**src/rtl/ctrl_seq_pkg.sv**
```systemverilog
// ---------------------------------------------------------------------------
// ctrl_seq_pkg
// Purpose : shared definitions for the control sequencer: state encoding,
//           state width and a constant-evaluable ceil(log2) helper.
// Ports   : none (package).
// ---------------------------------------------------------------------------
package ctrl_seq_pkg;

  localparam int unsigned STATE_W = 4;

  localparam logic [STATE_W-1:0] S_IDLE   = 4'd0;
  localparam logic [STATE_W-1:0] S_FETCH  = 4'd1;
  localparam logic [STATE_W-1:0] S_DECODE = 4'd2;
  localparam logic [STATE_W-1:0] S_EXEC   = 4'd3;
  localparam logic [STATE_W-1:0] S_INCPC  = 4'd4;
  localparam logic [STATE_W-1:0] S_IRQ    = 4'd5;
  localparam logic [STATE_W-1:0] S_HALT   = 4'd6;
  localparam logic [STATE_W-1:0] S_FAULT  = 4'd7;

  // Codes 8..15 are deliberately left out of the enum; the FSM maps any of
  // them to FAULT.
  typedef enum logic [STATE_W-1:0] {
    ST_IDLE   = S_IDLE,
    ST_FETCH  = S_FETCH,
    ST_DECODE = S_DECODE,
    ST_EXEC   = S_EXEC,
    ST_INCPC  = S_INCPC,
    ST_IRQ    = S_IRQ,
    ST_HALT   = S_HALT,
    ST_FAULT  = S_FAULT
  } state_e;

  // ceil(log2(value)) for value >= 1; clog2(1) = 0.
  function automatic int unsigned clog2(input int unsigned value);
    int unsigned result;
    result = 0;
    for (int unsigned v = value - 1; v > 0; v = v >> 1) begin
      result = result + 1;
    end
    return result;
  endfunction

endpackage

```
**src/rtl/ctrl_cycle_counter.sv**
```systemverilog
// ---------------------------------------------------------------------------
// ctrl_cycle_counter
// Purpose : loadable up/down cycle counter with a terminal-count flag.
//           Priority: clear, then load, then step.
// Ports   :
//   clk        in  clock, rising edge
//   rst_n      in  asynchronous active-low reset (count -> 0)
//   clr_i      in  synchronous clear to 0
//   load_i     in  load load_val_i
//   load_val_i in  WIDTH value to load
//   step_i     in  count one step (up when UP=1, else down)
//   tc_o       out count currently equals TC_VAL
// ---------------------------------------------------------------------------
module ctrl_cycle_counter #(
  parameter int unsigned      WIDTH  = 4,
  parameter bit               UP     = 1'b0,
  parameter logic [WIDTH-1:0] TC_VAL = '0
) (
  input  logic             clk,
  input  logic             rst_n,
  input  logic             clr_i,
  input  logic             load_i,
  input  logic [WIDTH-1:0] load_val_i,
  input  logic             step_i,
  output logic             tc_o
);

  logic [WIDTH-1:0] count_q;
  logic [WIDTH-1:0] count_d;

  always_comb begin
    count_d = count_q;
    if (clr_i) begin
      count_d = '0;
    end else if (load_i) begin
      count_d = load_val_i;
    end else if (step_i) begin
      count_d = UP ? (count_q + WIDTH'(1)) : (count_q - WIDTH'(1));
    end
  end

  always_ff @(posedge clk or negedge rst_n) begin
    if (!rst_n) begin
      count_q <= '0;
    end else begin
      count_q <= count_d;
    end
  end

  assign tc_o = (count_q == TC_VAL);

endmodule

```
**src/rtl/ctrl_sequencer.sv**
```systemverilog
// ---------------------------------------------------------------------------
// ctrl_sequencer
// Purpose : CPU control sequencer. Steps FETCH -> DECODE -> EXEC(n) -> INCPC,
//           with fetch timeout (sticky FAULT), illegal-class trap, interrupt
//           entry and halt/resume. Control outputs are Moore-decoded and
//           registered alongside the state.
// Ports   :
//   clk            in  clock, rising edge
//   rst_n          in  asynchronous active-low reset
//   en_i           in  run enable (IDLE, INCPC)
//   func_i         in  functional class from decoder (DECODE)
//   exec_cycles_i  in  execute length in cycles, 0 treated as 1 (DECODE)
//   mem_rdy_i      in  instruction memory ready (FETCH)
//   halt_i         in  decoded halt (DECODE)
//   irq_i          in  interrupt request, level (INCPC, HALT)
//   resume_i       in  leave HALT (HALT)
//   state_o        out encoded current state
//   func_sel_o     out class latched in DECODE, valid during EXEC
//   exec_active_o  out high in EXEC
//   pc_inc_o       out high in INCPC
//   pc_load_o      out high in IRQ
//   irq_ack_o      out high in IRQ
//   fault_o        out high in FAULT
// ---------------------------------------------------------------------------
module ctrl_sequencer
  import ctrl_seq_pkg::*;
#(
  parameter  int unsigned NUM_FUNC    = 4,
  parameter  int unsigned EXEC_CYC_W  = 4,
  parameter  int unsigned MEM_TIMEOUT = 16,
  localparam int unsigned FUNC_W      = (clog2(NUM_FUNC) < 1) ? 1 : clog2(NUM_FUNC)
) (
  input  logic                  clk,
  input  logic                  rst_n,
  input  logic                  en_i,
  input  logic [FUNC_W-1:0]     func_i,
  input  logic [EXEC_CYC_W-1:0] exec_cycles_i,
  input  logic                  mem_rdy_i,
  input  logic                  halt_i,
  input  logic                  irq_i,
  input  logic                  resume_i,
  output logic [STATE_W-1:0]    state_o,
  output logic [FUNC_W-1:0]     func_sel_o,
  output logic                  exec_active_o,
  output logic                  pc_inc_o,
  output logic                  pc_load_o,
  output logic                  irq_ack_o,
  output logic                  fault_o
);

  localparam int unsigned FETCH_W =
    (clog2(MEM_TIMEOUT) < 1) ? 1 : clog2(MEM_TIMEOUT);
  // One extra bit so NUM_FUNC itself is representable for the legality test.
  localparam logic [FUNC_W:0] NUM_FUNC_EXT = (FUNC_W + 1)'(NUM_FUNC);

  state_e state_q;
  state_e state_d;

  logic [FUNC_W-1:0] func_sel_q;
  logic              exec_active_q;
  logic              pc_inc_q;
  logic              pc_load_q;
  logic              irq_ack_q;
  logic              fault_q;

  logic                  illegal_func;
  logic                  exec_load;
  logic [EXEC_CYC_W-1:0] exec_load_val;
  logic                  exec_tc;
  logic                  fetch_tc;

  assign illegal_func  = ({1'b0, func_i} >= NUM_FUNC_EXT);
  assign exec_load     = (state_q == ST_DECODE) && !halt_i && !illegal_func;
  assign exec_load_val = (exec_cycles_i == '0) ? EXEC_CYC_W'(1) : exec_cycles_i;

  // Execute length: loaded with n in DECODE, counts down in EXEC, and the
  // last EXEC cycle is the one where the count reads 1.
  ctrl_cycle_counter #(
    .WIDTH  (EXEC_CYC_W),
    .UP     (1'b0),
    .TC_VAL (EXEC_CYC_W'(1))
  ) u_exec_cnt (
    .clk        (clk),
    .rst_n      (rst_n),
    .clr_i      (1'b0),
    .load_i     (exec_load),
    .load_val_i (exec_load_val),
    .step_i     (state_q == ST_EXEC),
    .tc_o       (exec_tc)
  );

  // Fetch wait: held at 0 outside FETCH so the first FETCH cycle reads 0;
  // the MEM_TIMEOUT-th FETCH cycle raises the terminal flag. FETCH is always
  // left at that point, so the counter never wraps.
  ctrl_cycle_counter #(
    .WIDTH  (FETCH_W),
    .UP     (1'b1),
    .TC_VAL (FETCH_W'(MEM_TIMEOUT - 1))
  ) u_fetch_cnt (
    .clk        (clk),
    .rst_n      (rst_n),
    .clr_i      (state_q != ST_FETCH),
    .load_i     (1'b0),
    .load_val_i ('0),
    .step_i     (state_q == ST_FETCH),
    .tc_o       (fetch_tc)
  );

  always_comb begin
    state_d = state_q;
    case (state_q)
      ST_IDLE:   state_d = en_i ? ST_FETCH : ST_IDLE;
      ST_FETCH: begin
        // mem_rdy wins over the timeout on the same cycle.
        if (mem_rdy_i)     state_d = ST_DECODE;
        else if (fetch_tc) state_d = ST_FAULT;
        else               state_d = ST_FETCH;
      end
      ST_DECODE: begin
        if (halt_i)            state_d = ST_HALT;
        else if (illegal_func) state_d = ST_FAULT;
        else                   state_d = ST_EXEC;
      end
      ST_EXEC:   state_d = exec_tc ? ST_INCPC : ST_EXEC;
      ST_INCPC: begin
        if (irq_i)     state_d = ST_IRQ;
        else if (en_i) state_d = ST_FETCH;
        else           state_d = ST_IDLE;
      end
      ST_IRQ:    state_d = ST_FETCH;
      ST_HALT: begin
        if (irq_i)         state_d = ST_IRQ;
        else if (resume_i) state_d = ST_INCPC;
        else               state_d = ST_HALT;
      end
      ST_FAULT:  state_d = ST_FAULT;
      default:   state_d = ST_FAULT;
    endcase
  end

  // Outputs are decoded from the next state and registered with it, so they
  // are a pure function of the registered state as seen from outside.
  always_ff @(posedge clk or negedge rst_n) begin
    if (!rst_n) begin
      state_q       <= ST_IDLE;
      func_sel_q    <= '0;
      exec_active_q <= 1'b0;
      pc_inc_q      <= 1'b0;
      pc_load_q     <= 1'b0;
      irq_ack_q     <= 1'b0;
      fault_q       <= 1'b0;
    end else begin
      state_q       <= state_d;
      if (exec_load) begin
        func_sel_q  <= func_i;
      end
      exec_active_q <= (state_d == ST_EXEC);
      pc_inc_q      <= (state_d == ST_INCPC);
      pc_load_q     <= (state_d == ST_IRQ);
      irq_ack_q     <= (state_d == ST_IRQ);
      fault_q       <= (state_d == ST_FAULT);
    end
  end

  assign state_o       = state_q;
  assign func_sel_o    = func_sel_q;
  assign exec_active_o = exec_active_q;
  assign pc_inc_o      = pc_inc_q;
  assign pc_load_o     = pc_load_q;
  assign irq_ack_o     = irq_ack_q;
  assign fault_o       = fault_q;

endmodule

```
**config.mk**
```make
export PLATFORM = sky130hd
export DESIGN_NAME = ctrl_sequencer
export DESIGN_NICKNAME = d
export VERILOG_FILES = /design/src/rtl/ctrl_seq_pkg.sv /design/src/rtl/ctrl_cycle_counter.sv /design/src/rtl/ctrl_sequencer.sv
export SDC_FILE = /design/constraint.sdc
export NUM_CORES = 1
export LEC_CHECK = 0
export ABC_AREA = 1
export ABC_CLOCK_PERIOD_IN_PS = 2200
export CAP_MARGIN = 20
export CORE_MARGIN = 1.5
export CORE_UTILIZATION = 52
export DETAILED_ROUTE_END_ITERATION = 8
export MAX_ROUTING_LAYER = met4
export PLACE_DENSITY = 0.8
export SETUP_SLACK_MARGIN = 0.4
export SYNTH_ARGS = -nofsm -noshare
export SYNTH_HDL_FRONTEND = slang
export SYNTH_SLANG_ARGS = --single-unit
```
**constraint.sdc**
```tcl
create_clock -name clk -period 2.2 [get_ports clk]
set_clock_uncertainty 0.05 [all_clocks]
set_input_delay 0.44 -clock clk [delete_from_list [all_inputs] [get_ports clk]]
set_output_delay 0.44 -clock clk [all_outputs]
set_load 0.03 [all_outputs]
```
# After elaboration in Yosys (flattened, before gate mapping)
# Cells that the tools add are included.
# totals
in_bits,13
register_bits,18
# classes
n_eq_ne,13
n_addsub,2
n_mux,14
reduce_logical,6
# op_table
operator,count
$eq 4x3->1 const B,6
$pmux 3 s7,1
$mux 4,5
$mux 3,5
$eq 4x2->1 const B,3
$eq 4x1->1 const B,2
$logic_not 4->1,2
$add 4x1->4 const B,1
$eq 4x4->1 const B,1
$mux 2,2
$ne 4x1->1 const B,1
$reduce_bool 2->1,2
$sub 4x1->4 const B,1
$logic_and 1x1->1,1
$logic_not 1->1,1
$mux 1,1

# Longest topological paths before layout
# Gate-level depths: netlist of run 1.
# logic_depth
depth_word,5
mapped_depth,9

# Modules after synthesis
# From an unflattened synthesis of run 1, not the netlist that was laid out.
# hier_totals
hier_cells,151
area_unflattened_um2,1076.0
# by_module_without_submodules
module,cells_per_inst,area_each_um2,seq_area_each_um2,n_inst
ctrl_sequencer,79,544.3,225.2,1
ctrl_cycle_counter (u_exec_cnt),38,275.3,100.1,1
ctrl_cycle_counter (u_fetch_cnt),34,256.5,100.1,1

# Worst setup path before layout of run 1
# No wires, ideal clock.
# synth_path
path_kind,register to register
from,"register state_q[2], in the netlist state_o[2]"
to,register u_exec_cnt.count_q[3]
path_slack_ps,812
path_stages_with_launch,9
required_ps,2027
setup_time_ps,123
path_buffers,1
arrival_time_ps,1215
path_cell_list,dfrtp_1 -> buf_6 -> clkinv_4 -> nand3_2 -> nor2_4 -> nor2_1 -> nor2_1 -> o21ai_0 -> nand2_1
# synth_via
elab_chain_cells,3
elab_cells_between_ends,5
# synth_lines
element,line,source
"start, declared",ctrl_sequencer.sv:56,state_e state_q;
"start signal, assigned",ctrl_sequencer.sv:153,state_q <= state_d;
$eq 4x2->1,ctrl_sequencer.sv:73,assign exec_load = (state_q == ST_DECODE) && !halt_i && !illegal_func;
$logic_and 1x1->1,ctrl_sequencer.sv:73,
$mux 4 or $reduce_bool 2->1 (tied branches),-,
"end signal, assigned",ctrl_cycle_counter.sv:46,count_q <= count_d;
"end, declared",ctrl_cycle_counter.sv:28,logic [WIDTH-1:0] count_q;
# Parallel ways exist; a longest one is shown, timed or not.
# A chain may end at the register's enable or synchronous reset.

# Worst setup path in the final report of run 1
# layout_path
from,"register state_q[0], in the netlist state_o[0]"
to,output state_o[0]
# layout_rtl
element,line,source
"end, declared",ctrl_sequencer.sv:42,"output logic [STATE_W-1:0] state_o,"
# No word-level cell between the ends.

==> results of run 1 <==
## registers in the layout, indices dropped and copies added (netlist names)
signal	count
state_o	3
exec_active_o	1
irq_ack_o	1
u_exec_cnt.count_q	4
pc_inc_o	1
func_sel_o	2
fault_o	1
u_fetch_cnt.count_q	4
## synthesized netlist by cell type
master | count | area share (%)
clkinv_4 | 1 | 0.89
o211ai_1 | 1 | 0.76
nand4_2 | 1 | 1.3
nand2_2 | 4 | 2.5
nor3_1 | 1 | 0.51
a21oi_1 | 2 | 1.0
inv_2 | 1 | 0.38
xnor2_1 | 2 | 1.8
nor2_2 | 1 | 0.63
inv_1 | 13 | 4.9
nor2_4 | 2 | 2.3
buf_6 | 2 | 2.3
nand3_1 | 9 | 4.6
nand4_1 | 3 | 1.9
buf_4 | 2 | 1.5
xor2_1 | 1 | 0.89
nand2_1 | 33 | 13
a22oi_1 | 1 | 0.76
ha_1 | 3 | 3.8
nand3_2 | 1 | 1.0
o21ai_0 | 6 | 3.0
dfrtp_1 | 17 | 43
conb_1 | 1 | 0.38
nor2_1 | 19 | 7.2
## final cells by class
cell class	instances	area, µm²	area share (%)
well taps	25	31.3	2.52
clock buffers	3	22.5	1.81
inverters	15	61.3	4.93
repair buffers	24	234	18.8
flip-flops and latches	17	427	34.3
clock inverters	1	5.00	0.402
multi-input cells	91	463	37.2
## power breakdown
group	internal (µW)	total (µW)	leakage [µW]	switching (µW)
clock	67.5	163	0.0000177	95.8
combinational	27.9	54.9	0.000440	27.0
sequential	317	322	0.000204	4.29
total	413	540	0.000662	127
## placed cells by master (no fill, tap or decap), types with 2 or more instances in the layout
master | synthesis | final
a21oi_1 | 2 | 2
buf_4 | 2 | 2
clkbuf_4 | 0 | 3
clkdlybuf4s50_1 | 0 | 12
dfrtp_1 | 17 | 16
dlygate4sd2_1 | 0 | 7
dlymetal6s2s_1 | 0 | 3
ha_1 | 3 | 3
inv_1 | 13 | 13
nand2_1 | 33 | 33
nand2_2 | 4 | 4
nand3_1 | 9 | 9
nand4_1 | 3 | 3
nor2_1 | 19 | 19
nor2_4 | 2 | 2
o21ai_0 | 6 | 6
xnor2_1 | 2 | 2
## stage by stage
stage	util (%)	setup slack, ps	hold WS, ps
final	71.3	497	394
after global routing	71.3	410	419
after CTS	70.8	397	396
after detailed placement	69.7	415	402
after global placement	69.7	439	399
after floorplan	-	812	94.4
## path summary, 6_finish.rpt
| path | from | endpoint | slack [ps] | depth (start not counted) |
|---|---|---|---|---|
| max | state_o[0] | state_o[0] | 500 | 1 |
| min | rst_n | u_fetch_cnt.count_q[1] | 390 | 1 |
| max reg2reg | state_o[0] | u_exec_cnt.count_q[3] | 760 | 7 |
| min reg2reg | u_fetch_cnt.count_q[0] | u_fetch_cnt.count_q[0] | 420 | 1 |
| max in group asynchronous | rst_n | state_o[2] | 1210 | 2 |
| min in group clk | u_fetch_cnt.count_q[0] | u_fetch_cnt.count_q[0] | 420 | 1 |
## kinds of logic after synthesis
group,count (synthesis)
other,1
XOR/XNOR,3
AND/OR/NAND/NOR,74
buffers and inverters,19
AO/OA/AOI/OAI,10
adder cells (fa/ha/maj),3
flip-flops,17
## what timing repair did
| action | in CTS | in global routing |
|---|---|---|
| gates resized for setup | 7 | 4 |
| buffers inserted | 0 | 0 |
| setup endpoints to repair | 7 | 4 |
| hold endpoints to repair | 0 | 0 |
| cloned | 0 | 0 |
## per-layer routing
layer	vias up	GRT usage, %	wire [µm]
met2	22	36.7	1040
met1	392	29.2	914
met3	4	1.18	66
met4	0	5.14	21
met5	-	-	0
li1	448	-	-
==> results.py, run 1 <==
metrics = {
    "setup_path": {
        "crit_buf_inv": 1,
        "crit_required_ps": 1710,
        "cpPeakStageDelay_ps": 490,
        "setup.worst_path.end_class": "primary output",
        "slowest_stage": "dfrtp_1",
        "worstSetupPathType": "flip-flop to primary output",
        "crit_fanout": 7,
        "path_cells": "dlygate4sd2_1",
        "cp-start-kind": "flip-flop",
        "worstPathArrival_ps": 1210,
        "critPathTopFamily": "flip-flops",
    },
    "finish": {
        "n_antenna_cell": 0,
        "fill_cells": 150,
        "instances_no_fill": 176,
        "fin_area_mm2": 0.00124,
        "area_growth_pct": 26.0,
        "fin_nets": 168,
        "drive_above_1_share_pct": 11.9,
    },
    "detailed_routing": {
        "drt_iter0_drc": 23,
        "drtAntennaViolNets": 0,
        "detail_route.wl_per_cell_um": 11.6,
        "drt-total-wl_um": 2040,
        "dr.pass1.iters": 4,
        "vias": 866,
        "drc": 0,
        "viasPerCell": 4.92,
    },
    "pwr": {
        "leakagePower_uw": 0.000662,
        "max-vdd-ir-drop_v": 0.000302,
        "power.density_mw_per_mm2": 434,
        "total_power_uw": 540,
    },
    "outcome": {
        "status": "completed",
    },
    "global_routing": {
        "grt_pass1_vias": 768,
        "grt_antenna_before_repair": 0,
        "grt_max_degree": 11,
        "grt-ovfl-total": 0,
        "grt_pass1_wl_um": 3310,
        "track_usage_pct": 22.0,
    },
    "synthesis": {
        "synth_area_um2": 987,
        "ys_types": 24,
        "synth-compound-area-share_pct": 5.58,
        "seq_area_frac_synth_pct": 43.1,
        "synth_top_family_by_area": "simple AND/OR/NAND/NOR gates",
        "ys_ff_latch": 17,
        "synth_xor_area_share_pct": 2.66,
        "synthAdderAreaFrac_pct": 3.80,
        "synth_cells": 127,
        "synth_nets": 143,
        "ys_warn_count": 0,
        "synth_mux_area_share_pct": 0,
        "synth-simple-area-share_pct": 34.5,
        "postSynthAreaPerCell_um2": 7.77,
    },
    "floorplanning": {
        "die-height_um": 46.6,
        "pin_count": 24,
        "num_rows": 15,
        "coreArea_mm2": 0.00175,
        "die_area_mm2": 0.00217,
        "die_w_um": 46.6,
        "start_util_pct": 56.6,
    },
    "timing": {
        "rsz0062_at_grt": "false",
        "fin_crit_ps": 1700,
        "tns_ps": 0,
        "finalCritPeriodShare_pct": 77.4,
        "timing.final.hold_violations": 0,
        "fmax_mhz": 587,
        "finalMaxSlewViolations": 0,
        "setup_viol_count_final": 0,
    },
    "place": {
        "port_buffers": 22,
        "hpwl_um": 1590,
        "dpl_cell_area_mm2": 0.00122,
        "finalWeightedCongestion": 0.834,
        "placed_cells": 172,
    },
    "clock_tree": {
        "cts_root_buf": "clkbuf_4",
        "tritoncts": "done",
        "cts_buffers": 3,
        "cts_buffer_depth": 2,
        "holdBufCountCts": 0,
        "clkLatencyLatePin_ps": 280,
        "clock_sinks": 17,
        "path_clk_slew_ps": 100,
        "htreeDepth": 1,
    },
    "hold_path": {
        "hp-class": "input port to asynchronous set/reset pin",
    },
    "run": {
        "cap_viol_max_count": 0,
    },
}
No activity file was read; power rests on OpenSTA's default activity.
==> inputs of run 2 (changes only) <==
--- a/config.mk
+++ b/config.mk
@@ -6,13 +6,13 @@
 export NUM_CORES = 1
 export LEC_CHECK = 0
 export ABC_AREA = 1
-export ABC_CLOCK_PERIOD_IN_PS = 2200
+export ABC_CLOCK_PERIOD_IN_PS = 1700
 export CAP_MARGIN = 20
 export CORE_MARGIN = 1.5
-export CORE_UTILIZATION = 52
+export CORE_UTILIZATION = 48
 export DETAILED_ROUTE_END_ITERATION = 8
 export MAX_ROUTING_LAYER = met4
-export PLACE_DENSITY = 0.8
+export PLACE_DENSITY = 0.75
 export SETUP_SLACK_MARGIN = 0.4
 export SYNTH_ARGS = -nofsm -noshare
 export SYNTH_HDL_FRONTEND = slang
==> constraint.sdc (replaced) <==
create_clock -name clk -period 1.7 [get_ports clk]
set_clock_uncertainty 0.05 [all_clocks]
set_input_delay 0.34 -clock clk [delete_from_list [all_inputs] [get_ports clk]]
set_output_delay 0.34 -clock clk [all_outputs]
set_load 0.03 [all_outputs]
==> run 2 against run 1 <==
  * Clock power increased by 37%
  * Non-clock buffer count increased by 14
  * Combinational power increased by 36%
  * Clock-buffer cell count unchanged
  * Highest routed layer unchanged
==> results.py, run 2 (synthesis results as in run 1) <==
metrics = {
    "setup_path": {
        "crit_fanout": 8,
        "setup.worst_path.end_class": "flip-flop",
        "crit_required_ps": 1890,
        "cp-start-kind": "flip-flop",
        "reg2reg_from": "state_o[1]",
        "critPathTopFamily": "simple AND/OR/NAND/NOR gates",
        "crit_buf_inv": 3,
        "worstPathArrival_ps": 1540,
        "reg2reg_slack_ps": 350,
        "worstSetupPathType": "flip-flop to flip-flop",
        "cpPeakStageDelay_ps": 440,
        "slowest_stage": "dfrtp_2",
        "path_cells": "buf_8 -> buf_6 -> nor2_4 -> nand2_1 -> nand4_2 -> inv_1 -> nor2_1",
        "ff2ff_path_depth": 7,
        "rr_endpoint": "irq_ack_o",
    },
    "timing": {
        "setup_viol_count_final": 0,
        "fmax_mhz": 739,
        "finalCritPeriodShare_pct": 79.5,
        "fin_crit_ps": 1350,
        "tns_ps": 0,
        "timing.final.hold_violations": 0,
        "finalMaxSlewViolations": 0,
        "rsz0062_at_grt": "true",
    },
    "pwr": {
        "power.density_mw_per_mm2": 495,
        "max-vdd-ir-drop_v": 0.000570,
        "leakagePower_uw": 0.000699,
    },
    "floorplanning": {
        "die_area_mm2": 0.00234,
        "num_rows": 16,
        "pin_count": 24,
        "coreArea_mm2": 0.00194,
        "start_util_pct": 50.8,
        "die-height_um": 48.4,
        "die_w_um": 48.4,
    },
    "clock_tree": {
        "clock_sinks": 17,
        "path_clk_slew_ps": 110,
        "cts_root_buf": "clkbuf_4",
        "cts_buffer_depth": 2,
        "clkLatencyLatePin_ps": 300,
        "tritoncts": "done",
        "cts_buffers": 3,
        "htreeDepth": 1,
    },
    "place": {
        "hpwl_um": 1510,
        "port_buffers": 22,
        "finalWeightedCongestion": 0.820,
        "placed_cells": 176,
    },
    "detailed_routing": {
        "drt_iter0_drc": 17,
        "drt-total-wl_um": 2270,
        "drtAntennaViolNets": 0,
        "drc": 0,
        "detail_route.wl_per_cell_um": 11.8,
        "dr.pass1.iters": 4,
        "vias": 942,
        "viasPerCell": 4.91,
    },
    "global_routing": {
        "grt.met2_usage_pct": 39.6,
        "track_usage_pct": 23.6,
        "use_met1_pct": 29.2,
        "grt_pass1_vias": 978,
        "grt_antenna_before_repair": 0,
        "grt_max_degree": 18,
        "grt-ovfl-total": 0,
        "use_met3_pct": 3.70,
        "grt_pass1_wl_um": 4270,
        "top_usage_layer": "met2",
    },
    "finish": {
        "area_growth_pct": 46.4,
        "register_area_um2": 429,
        "fin_nets": 182,
        "multi_input_area_um2": 561,
        "drive_above_1_share_pct": 41.8,
        "n_antenna_cell": 0,
        "final_common_cell": "nand2_1",
        "instances_no_fill": 192,
        "fill_cells": 146,
        "layout_common_cells": "nand2_1, nand2_2, dfrtp_1",
    },
    "hold_path": {
        "hp-class": "input port to asynchronous set/reset pin",
    },
    "run": {
        "cap_viol_max_count": 0,
    },
    "outcome": {
        "status": "completed",
    },
}
-- run 2: changes by cell type in the layout (fill, tap and decap cells not counted), sizes merged --
cell	previous run	this run
buf	2	26
dlymetal6s2s	3	0
dlygate4sd2	7	0
-- run 2: timing repair --
action | CTS | global route
hold buffers | 0 | 0
setup buffers | 11 | 1
gates resized for setup | 71 | 27
setup endpoints to repair | 18 | 16
pin swaps | 11 | 17
cloned | 0 | 0
-- run 2: worst register-to-register path, stage by stage (launching register included) --
cell,delay (ps)
dfrtp_2,440
buf_8,150
buf_6,130
nor2_4,140
nand2_1,90
nand4_2,120
inv_1,90
nor2_1,100
-- run 2: layout make-up --
| type | count | area share (%) |
|---|---|---|
| multi-input cells | 91 | 38.8 |
| flip-flops and latches | 17 | 29.7 |
| repair buffers | 38 | 22.5 |
| inverters | 15 | 4.76 |
| well taps | 27 | 2.34 |
| clock buffers | 3 | 1.56 |
| clock inverters | 1 | 0.346 |
-- run 2: layer usage --
layer  wire [µm]  vias to the layer above
li1            -                      476
met1         963                      440
met2        1200                       21
met4          31                        0
met5           0                        -
met3          82                        5
-- run 2: through the flow --
| step | total power, µW | hold slack, ps | cell area, µm² | util, % | setup WS (ps) |
|---|---|---|---|---|---|
| after floorplan | 448 | -5.59 | 991 | - | 380 |
| after global placement | 496 | 402 | 1240 | 63.7 | 100 |
| after detailed placement | 498 | 409 | 1240 | 63.7 | 65.1 |
| after CTS | 711 | 325 | 1380 | 71.0 | 373 |
| after global routing | 747 | 319 | 1450 | 74.4 | 225 |
| final | 715 | 298 | 1450 | 74.4 | 348 |
-- run 2: worst max-delay path by stage --
stage,startpoint,endpoint,slack (ps),cells past startpoint
3_3_place_gp,halt_i,u_exec_cnt.count_q[3],100,7
3_5_place_dp,halt_i,u_exec_cnt.count_q[3],70,7
4_1_cts,state_o[0],state_o[0],370,1
6_report,state_o[1],irq_ack_o,350,7
2_1_floorplan,state_o[2],u_exec_cnt.count_q[3],380,7
5_1_grt,state_o[2],pc_inc_o,230,9
-- run 2: power by group --
group          leakage [µW]  total, µW  internal (µW)  switching, µW
Combinational      0.000478       74.8           38.3           36.4
Clock             0.0000177        223           87.7            135
Sequential         0.000203        417            411           6.74
==> inputs of run 3 (changes only) <==
--- a/config.mk
+++ b/config.mk
@@ -6,7 +6,7 @@
 export NUM_CORES = 1
 export LEC_CHECK = 0
 export ABC_AREA = 1
-export ABC_CLOCK_PERIOD_IN_PS = 1700
+export ABC_CLOCK_PERIOD_IN_PS = 1300
 export CAP_MARGIN = 20
 export CORE_MARGIN = 1.5
 export CORE_UTILIZATION = 48
==> constraint.sdc (replaced) <==
create_clock -name clk -period 1.3 [get_ports clk]
set_clock_uncertainty 0.05 [all_clocks]
set_input_delay 0.26 -clock clk [delete_from_list [all_inputs] [get_ports clk]]
set_output_delay 0.26 -clock clk [all_outputs]
set_load 0.03 [all_outputs]
==> run 3 against run 2 <==
  * The flow now finishes with violations (setup timing)
  * Die area did not move
  * Final area increased by 5.4%
  * Core utilization is 4.0 points higher
==> results.py, run 3 (synthesis results as in run 1) <==
metrics = {
    "detailed_routing": {
        "drc": 0,
        "drtAntennaViolNets": 0,
        "vias": 1025,
        "drt-total-wl_um": 2820,
        "viasPerCell": 5.20,
        "dr.pass1.iters": 4,
        "drt_iter0_drc": 21,
        "detail_route.wl_per_cell_um": 14.3,
    },
    "timing": {
        "finalMaxSlewViolations": 0,
        "finalCritPeriodShare_pct": 106,
        "layout_setup_ws_ps": -83.0,
        "fin_crit_ps": 1380,
        "whs_ps": 216,
        "rsz0062_at_grt": "true",
        "setup_viol_count_final": 12,
        "fmax_mhz": 723,
        "tns_ps": -529,
        "timing.final.hold_violations": 0,
    },
    "clock_tree": {
        "cts_buffer_depth": 2,
        "clkLatencyLatePin_ps": 310,
        "path_clk_slew_ps": 110,
        "clock_sinks": 17,
        "htreeDepth": 1,
        "cts_root_buf": "clkbuf_4",
        "cts_buffers": 3,
        "tritoncts": "done",
    },
    "pwr": {
        "max-vdd-ir-drop_v": 0.000496,
        "power.density_mw_per_mm2": 625,
        "leakagePower_uw": 0.000730,
    },
    "global_routing": {
        "grt-ovfl-total": 0,
        "grt_antenna_before_repair": 0,
        "grt_max_degree": 18,
        "grt.met2_usage_pct": 44.2,
        "use_met1_pct": 28.2,
        "track_usage_pct": 25.4,
        "grt_pass1_wl_um": 4460,
        "use_met3_pct": 4.94,
        "top_usage_layer": "met2",
        "grt_pass1_vias": 1060,
    },
    "finish": {
        "final_common_cell": "nand2_1",
        "drive_above_1_share_pct": 41.2,
        "area_growth_pct": 54.2,
        "n_antenna_cell": 0,
        "final_core_util_pct": 78.4,
        "layout_common_cells": "nand2_1, buf_6, buf_4",
        "fin_nets": 187,
    },
    "setup_path": {
        "crit_required_ps": 990,
        "worstPathArrival_ps": 1070,
        "setup.worst_path.end_class": "primary output",
        "cp-start-kind": "flip-flop",
        "crit_fanout": 6,
        "worstSetupPathType": "flip-flop to primary output",
    },
    "floorplanning": {
        "die_area_mm2": 0.00234,
        "num_rows": 16,
        "start_util_pct": 50.8,
        "die_w_um": 48.4,
        "die-height_um": 48.4,
        "pin_count": 24,
        "coreArea_mm2": 0.00194,
    },
    "place": {
        "hpwl_um": 1740,
        "port_buffers": 22,
        "finalWeightedCongestion": 0.814,
    },
    "outcome": {
        "status": "complete, but fails checks",
        "failed_checks": "setup timing",
    },
    "hold_path": {
        "hp-class": "input port to asynchronous set/reset pin",
    },
    "run": {
        "cap_viol_max_count": 0,
    },
}
## run 3: report_power, final
part           leakage [µW]  internal, µW  switching, µW  total (µW)
combinational      0.000511          57.1           53.6         111
sequential         0.000201           537           7.56         545
clock             0.0000177           115            181         296
## run 3: routing by layer
| metal | part of all wire (%) | up-vias |
|---|---|---|
| li1 | - | 482 |
| met1 | 40 | 491 |
| met2 | 52 | 40 |
| met3 | 4.0 | 12 |
| met4 | 4.0 | 0 |
| met5 | 0 | - |
## run 3: metrics by stage
stage,std cells,power [µW],cell area (µm²),setup WS [ps]
floorplan,127,586,1000,-15.4
global route,197,986,1520,-157
finish,197,952,1520,-83.0
CTS,194,948,1440,-22.4
global placement,181,650,1260,-182
detailed placement,181,654,1260,-217
## run 3: path summary, 6_finish.rpt
path	from	endpoint	slack (ps)	cells past startpoint
hold / removal	rst_n	state_o[0]	220	2
max in group asynchronous	rst_n	state_o[1]	760	2
setup / recovery	state_o[0]	state_o[0]	-80	2
setup reg to reg	state_o[0]	exec_active_o	-80	8
min in group clk	func_i[1]	func_sel_o[1]	420	3
hold reg to reg	func_sel_o[0]	func_sel_o[0]	460	2
## run 3: final cells by class
| cell class | instances | area (µm²) |
|---|---|---|
| Clock buffer | 3 | 22.5 |
| Multi-Input combinational cell | 91 | 557 |
| Inverter | 15 | 61.3 |
| Sequential cell | 17 | 430 |
| Fill cell | 125 | 419 |
| Timing Repair Buffer | 43 | 413 |
| Clock inverter | 1 | 5.00 |
| Tap cell | 27 | 33.8 |
## run 3: worst max-delay path: stages, from the launching register on
cell and delay [ps]:
dfrtp_2 480, buf_4 160, buf_6 130
## run 3: what timing repair did
item,in CTS,in global routing
gates resized for setup,29,16
cloned,0,0
hold buffers,0,0
buffers inserted,9,3
pin swaps,22,6
setup endpoints to repair,27,27
==> patch 1: new RTL, settings of run 2 <==
Register the output `fault_o` once more, with the module's reset; this adds one clock of latency there. The other outputs are not delayed to match.
--- a/src/rtl/ctrl_sequencer.sv
+++ b/src/rtl/ctrl_sequencer.sv
@@ -169,5 +169,11 @@
   assign pc_load_o     = pc_load_q;
   assign irq_ack_o     = irq_ack_q;
-  assign fault_o       = fault_q;
+  always_ff @(posedge clk or negedge rst_n) begin
+    if (!rst_n) begin
+      fault_o <= '0;
+    end else begin
+      fault_o <= fault_q;
+    end
+  end
 
 endmodule
Formal check against the unedited RTL: no difference found for any inputs over 10 cycles, from zero or initial values and one cycle with rst_n low; that may be too few to reach the edited logic, so the function may still have changed.
==> patch 1 against run 2 <==
- cell area is 2.8% higher
- global-route usage shrank 3.2 points
- sequential cell count increased by 1
- routed wire length grew 10%
- worst setup slack worse by 0.023 ns
- die area up 3.9%
- critical path depth is 1 higher
- via count grew 2.8%
- synthesized area grew 4.2%
- maximum frequency decreased by 1.6%
- critical path type unchanged
- critical endpoint is now pc_inc_o$_DFF_PN0_
Power is left out: it rests on default switching activity, and per cell area and clock period it moved more than threefold.
==> patch 1: results (changes against run 2) <==
post-place setup slack 0.137 ns (was 0.0651 ns); post-synthesis cell type count 26 (was 24); Total Wirelength 2.50 mm (was 2.27 mm); syn nets 145 (was 143); Reg2Reg Depth 8 (was 7); largest cells by area after synthesis dfrtp_1 (44%), nand2_1 (11%), nor2_1 (8.4%), nand3_1 (4.4%), ha_1 (3.6%) (was dfrtp_1 (43%), nand2_1 (13%), nor2_1 (7.2%), inv_1 (4.9%), nand3_1 (4.6%)); Total Neg Setup Slack 0 ns (unchanged); Antenna diodes 0 (unchanged); max incr delay on CP 0.40 ns (was 0.44 ns); Synth Instances 129 (was 127); ys flop type dfrtp_1 (unchanged); Worst Path Arrival 1.56 ns (was 1.54 ns); reg-to-reg critical path startpoint u_fetch_cnt.count_q[0]$_DFF_PN0_ (was state_o[1]$_DFF_PN0_); Post-synth top cells nand2_1 (29), nor2_1 (23), dfrtp_1 (18), inv_1 (10), nand3_1 (9) (was nand2_1 (33), nor2_1 (19), dfrtp_1 (17), inv_1 (13), nand3_1 (9)); first-pass GRT wire length 3.68 mm (was 4.27 mm); # setup viols final 0 (unchanged); nets 183 (was 182); R2R Setup Slk 0.33 ns (was 0.35 ns); share of layout cells above drive strength 1 50.0% (was 41.8%); via count 968 (was 942); register area share after synthesis 43.8% (was 43.1%); Worst-path clk slew 0.10 ns; dpl hpwl 1.55 mm (was 1.51 mm); deepest clock path buffer count 2 (unchanged); Final Wtd Congestion 0.900 (was 0.820); largest net degree at the start of global routing 19 (was 18); CP max FO 2 (was 8); gr usage total 20.4% (was 23.6%); R2R Path End pc_inc_o$_DFF_PN0_ (was irq_ack_o$_DFF_PN0_); vias in the first global route 868 (was 978); initial antenna violation count 0 (unchanged); Avg Vias per Cell 5.02 (was 4.91); fin. max-slew vios 0 (unchanged); violation count after the first detailed-route iteration 29 (was 17); worst hold path type in -> async (unchanged); status finished, final reports clean (unchanged); clock latency on the worst-skew pair 0.29 ns; First-pass DRT Iterations 4 (unchanged); Slowest-stage cell, CP dfrtp_1 (was dfrtp_2); TritonCTS buffer count 3 (unchanged)
## patch 1: repair_timing
item,CTS,global route
setup buffers,3,7
endpoints found under the setup margin,17,13
pin swaps,3,21
hold buffers,0,0
gates cloned,2,0
gates resized for setup,59,45
## patch 1: cells by family (layout without fill, tap and decap cells)
logic type	after synthesis	in the layout	share of synthesized area [%]
xor+xnor	2	2	1.70
fa+ha+maj	3	3	3.65
buf+inv	20	56	10.5
compound gates	9	9	5.60
flops	18	18	43.8
other cells	1	1	0.365
simple gates	76	77	34.4
## patch 1: layout make-up
type | instances | area, um^2
Fill cell | 138 | 497
Sequential cell | 18 | 454
Multi-Input combinational cell | 92 | 584
Inverter | 15 | 63.8
Clock buffer | 4 | 36.3
Timing Repair Buffer | 37 | 313
Tap cell | 27 | 33.8
## patch 1: routing by layer
layer | vias to the layer above | GRT usage, % | routed length [um]
met5 | - | - | 0
li1 | 475 | - | -
met1 | 456 | 25.0 | 989
met2 | 31 | 33.6 | 1330
met3 | 6 | 1.84 | 132
met4 | 0 | 10.0 | 46
## patch 1: metrics by stage
| step | cell area [um^2] | hold WS (ns) | util [%] |
|---|---|---|---|
| after floorplan | 1030 | -0.00559 | - |
| after global placement | 1270 | 0.306 | 64.1 |
| after detailed placement | 1270 | 0.296 | 64.1 |
| after CTS | 1330 | 0.332 | 67.1 |
| after global routing | 1490 | 0.345 | 74.9 |
| final | 1490 | 0.330 | 74.9 |
## patch 1: critical path, delay by kind of cell (launching register included)
| kind | cells | cell delay, ns |
|---|---|---|
| and+or+nand+nor | 7 | 0.65 |
| adders and majority gates | 1 | 0.22 |
| DFF | 1 | 0.40 |
## patch 1: worst min-delay path by stage
stage	startpoint	to	cells after the start
after global placement	fault_q$_DFF_PN0_	fault_o$_DFF_PN0_	0
after CTS	fault_q$_DFF_PN0_	fault_o$_DFF_PN0_	0
after detailed placement	fault_q$_DFF_PN0_	fault_o$_DFF_PN0_	0
after global routing	rst_n	u_fetch_cnt.count_q[3]$_DFF_PN0_	2
after floorplan	rst_n	exec_active_o$_DFF_PN0_	0
final	rst_n	u_fetch_cnt.count_q[1]$_DFF_PN0_	2
==> patch 2: new RTL, settings of run 2 <==
Without the edit above. `UP` is set to 1'b0 in 2 places; all go to 1'b1.
--- a/src/rtl/ctrl_cycle_counter.sv
+++ b/src/rtl/ctrl_cycle_counter.sv
@@ -14,5 +14,5 @@
 module ctrl_cycle_counter #(
   parameter int unsigned      WIDTH  = 4,
-  parameter bit               UP     = 1'b0,
+  parameter bit               UP     = 1'b1,
   parameter logic [WIDTH-1:0] TC_VAL = '0
 ) (
--- a/src/rtl/ctrl_sequencer.sv
+++ b/src/rtl/ctrl_sequencer.sv
@@ -78,5 +78,5 @@
   ctrl_cycle_counter #(
     .WIDTH  (EXEC_CYC_W),
-    .UP     (1'b0),
+    .UP     (1'b1),
     .TC_VAL (EXEC_CYC_W'(1))
   ) u_exec_cnt (
Formal check against the unedited RTL: not equivalent (a bounded check fails within 10 cycles, from zero or initial values and one cycle with rst_n low).
==> patch 2 against run 2 <==
- via count is 12% higher
- routed wire length is 46% higher
- clock power is 4% higher
- utilization is 12 points higher
- worst hold slack better by 0.0076 ns
- cell area is 7.3% higher
- worst setup slack worse by 0.16 ns
- synthesized area is 3.2% lower
- sequential cell count stayed put
- sequential share of layout area is 1.9 points lower
- power is 3.8% lower
- sequential power is 3% lower
==> patch 2: results (changes against run 2) <==
status finished, final reports clean (unchanged); first-pass GRT wire length 4.24 mm (was 4.27 mm); met1 GRT Util 31.0% (was 29.2%); sequential power 0.404 mW (was 0.417 mW); Clk power 0.233 mW (was 0.223 mW); LEAKAGE 0.790 nW (was 0.699 nW); gr usage total 29.8% (was 23.6%); syn avg cell area 7.90 um^2 (was 7.77 um^2); cts repair resizes 65 (was 71); post-CTS setup buffer count 15 (was 11); WL met2 1.74 mm (was 1.20 mm); dpl hpwl 1.63 mm (was 1.51 mm); Final Wtd Congestion 0.936 (was 0.820); final non-filler cell total 194 (was 192); Inst Count DP 169 (was 176); met1 wire length 1.35 mm (was 963 um); vias in the first global route 963 (was 978); Worst Path Arrival 1.69 ns (was 1.54 ns); violation count after the first detailed-route iteration 38 (was 17); syn nets 137 (was 143); WL met3 132 um (was 82 um); complex-gate fraction of the synthesized area 6.94% (was 5.58%); via count 1052 (was 942); post-synthesis adder-cell area fraction 3.93% (was 3.80%); register area share after synthesis 44.5% (was 43.1%); CP max FO 6 (was 8)
==> patch 2: final cells by class <==
cell class	instances	area, um^2
inverters	16	77.6
flip-flops and latches	17	430
well taps	25	31.3
fillers	94	251
repair buffers	46	388
clock buffers	4	26.3
multi-input cells	86	597
==> patch 2: kinds of logic after synthesis <==
kind of cell | after synthesis
adder cells (fa/ha/maj) | 3
XOR/XNOR | 2
AO/OA/AOI/OAI | 11
AND/OR/NAND/NOR | 68
other | 1
buffers and inverters | 19
flip-flops | 17
==> patch 2: path summary, 6_finish.rpt <==
check | slack (ns) | startpoint | endpoint | depth (start not counted)
min in group clk | 0.44 | func_sel_o[1]$_DFFE_PN0P_ | func_sel_o[1]$_DFFE_PN0P_ | 2
max reg2reg | 0.19 | state_o[1]$_DFF_PN0_ | pc_inc_o$_DFF_PN0_ | 9
min reg2reg | 0.44 | func_sel_o[1]$_DFFE_PN0P_ | func_sel_o[1]$_DFFE_PN0P_ | 2
max in group asynchronous | 1.07 | rst_n | state_o[1]$_DFF_PN0_ | 2
max | 0.19 | state_o[1]$_DFF_PN0_ | pc_inc_o$_DFF_PN0_ | 9
min | 0.31 | rst_n | u_exec_cnt.count_q[0]$_DFFE_PN0P_ | 2
==> patch 2: metrics by stage <==
step | power, mW | area [um^2] | utilization, %
3_5_place_dp | 0.459 | 1250 | 69.6
3_3_place_gp | 0.458 | 1250 | 69.6
2_1_floorplan | 0.421 | 998 | -
4_1_cts | 0.677 | 1400 | 77.7
6_report | 0.688 | 1550 | 86.0
5_1_grt | 0.703 | 1550 | 86.0
==> patch 2: critical path, cell delays in order, from the launching register on <==
cell	delay, ns
dfrtp_2	0.43
buf_6	0.15
buf_6	0.12
nand3_2	0.07
nand2_1	0.07
inv_1	0.11
nand3_1	0.08
nor2_1	0.13
nand2_1	0.10
nor2_1	0.15
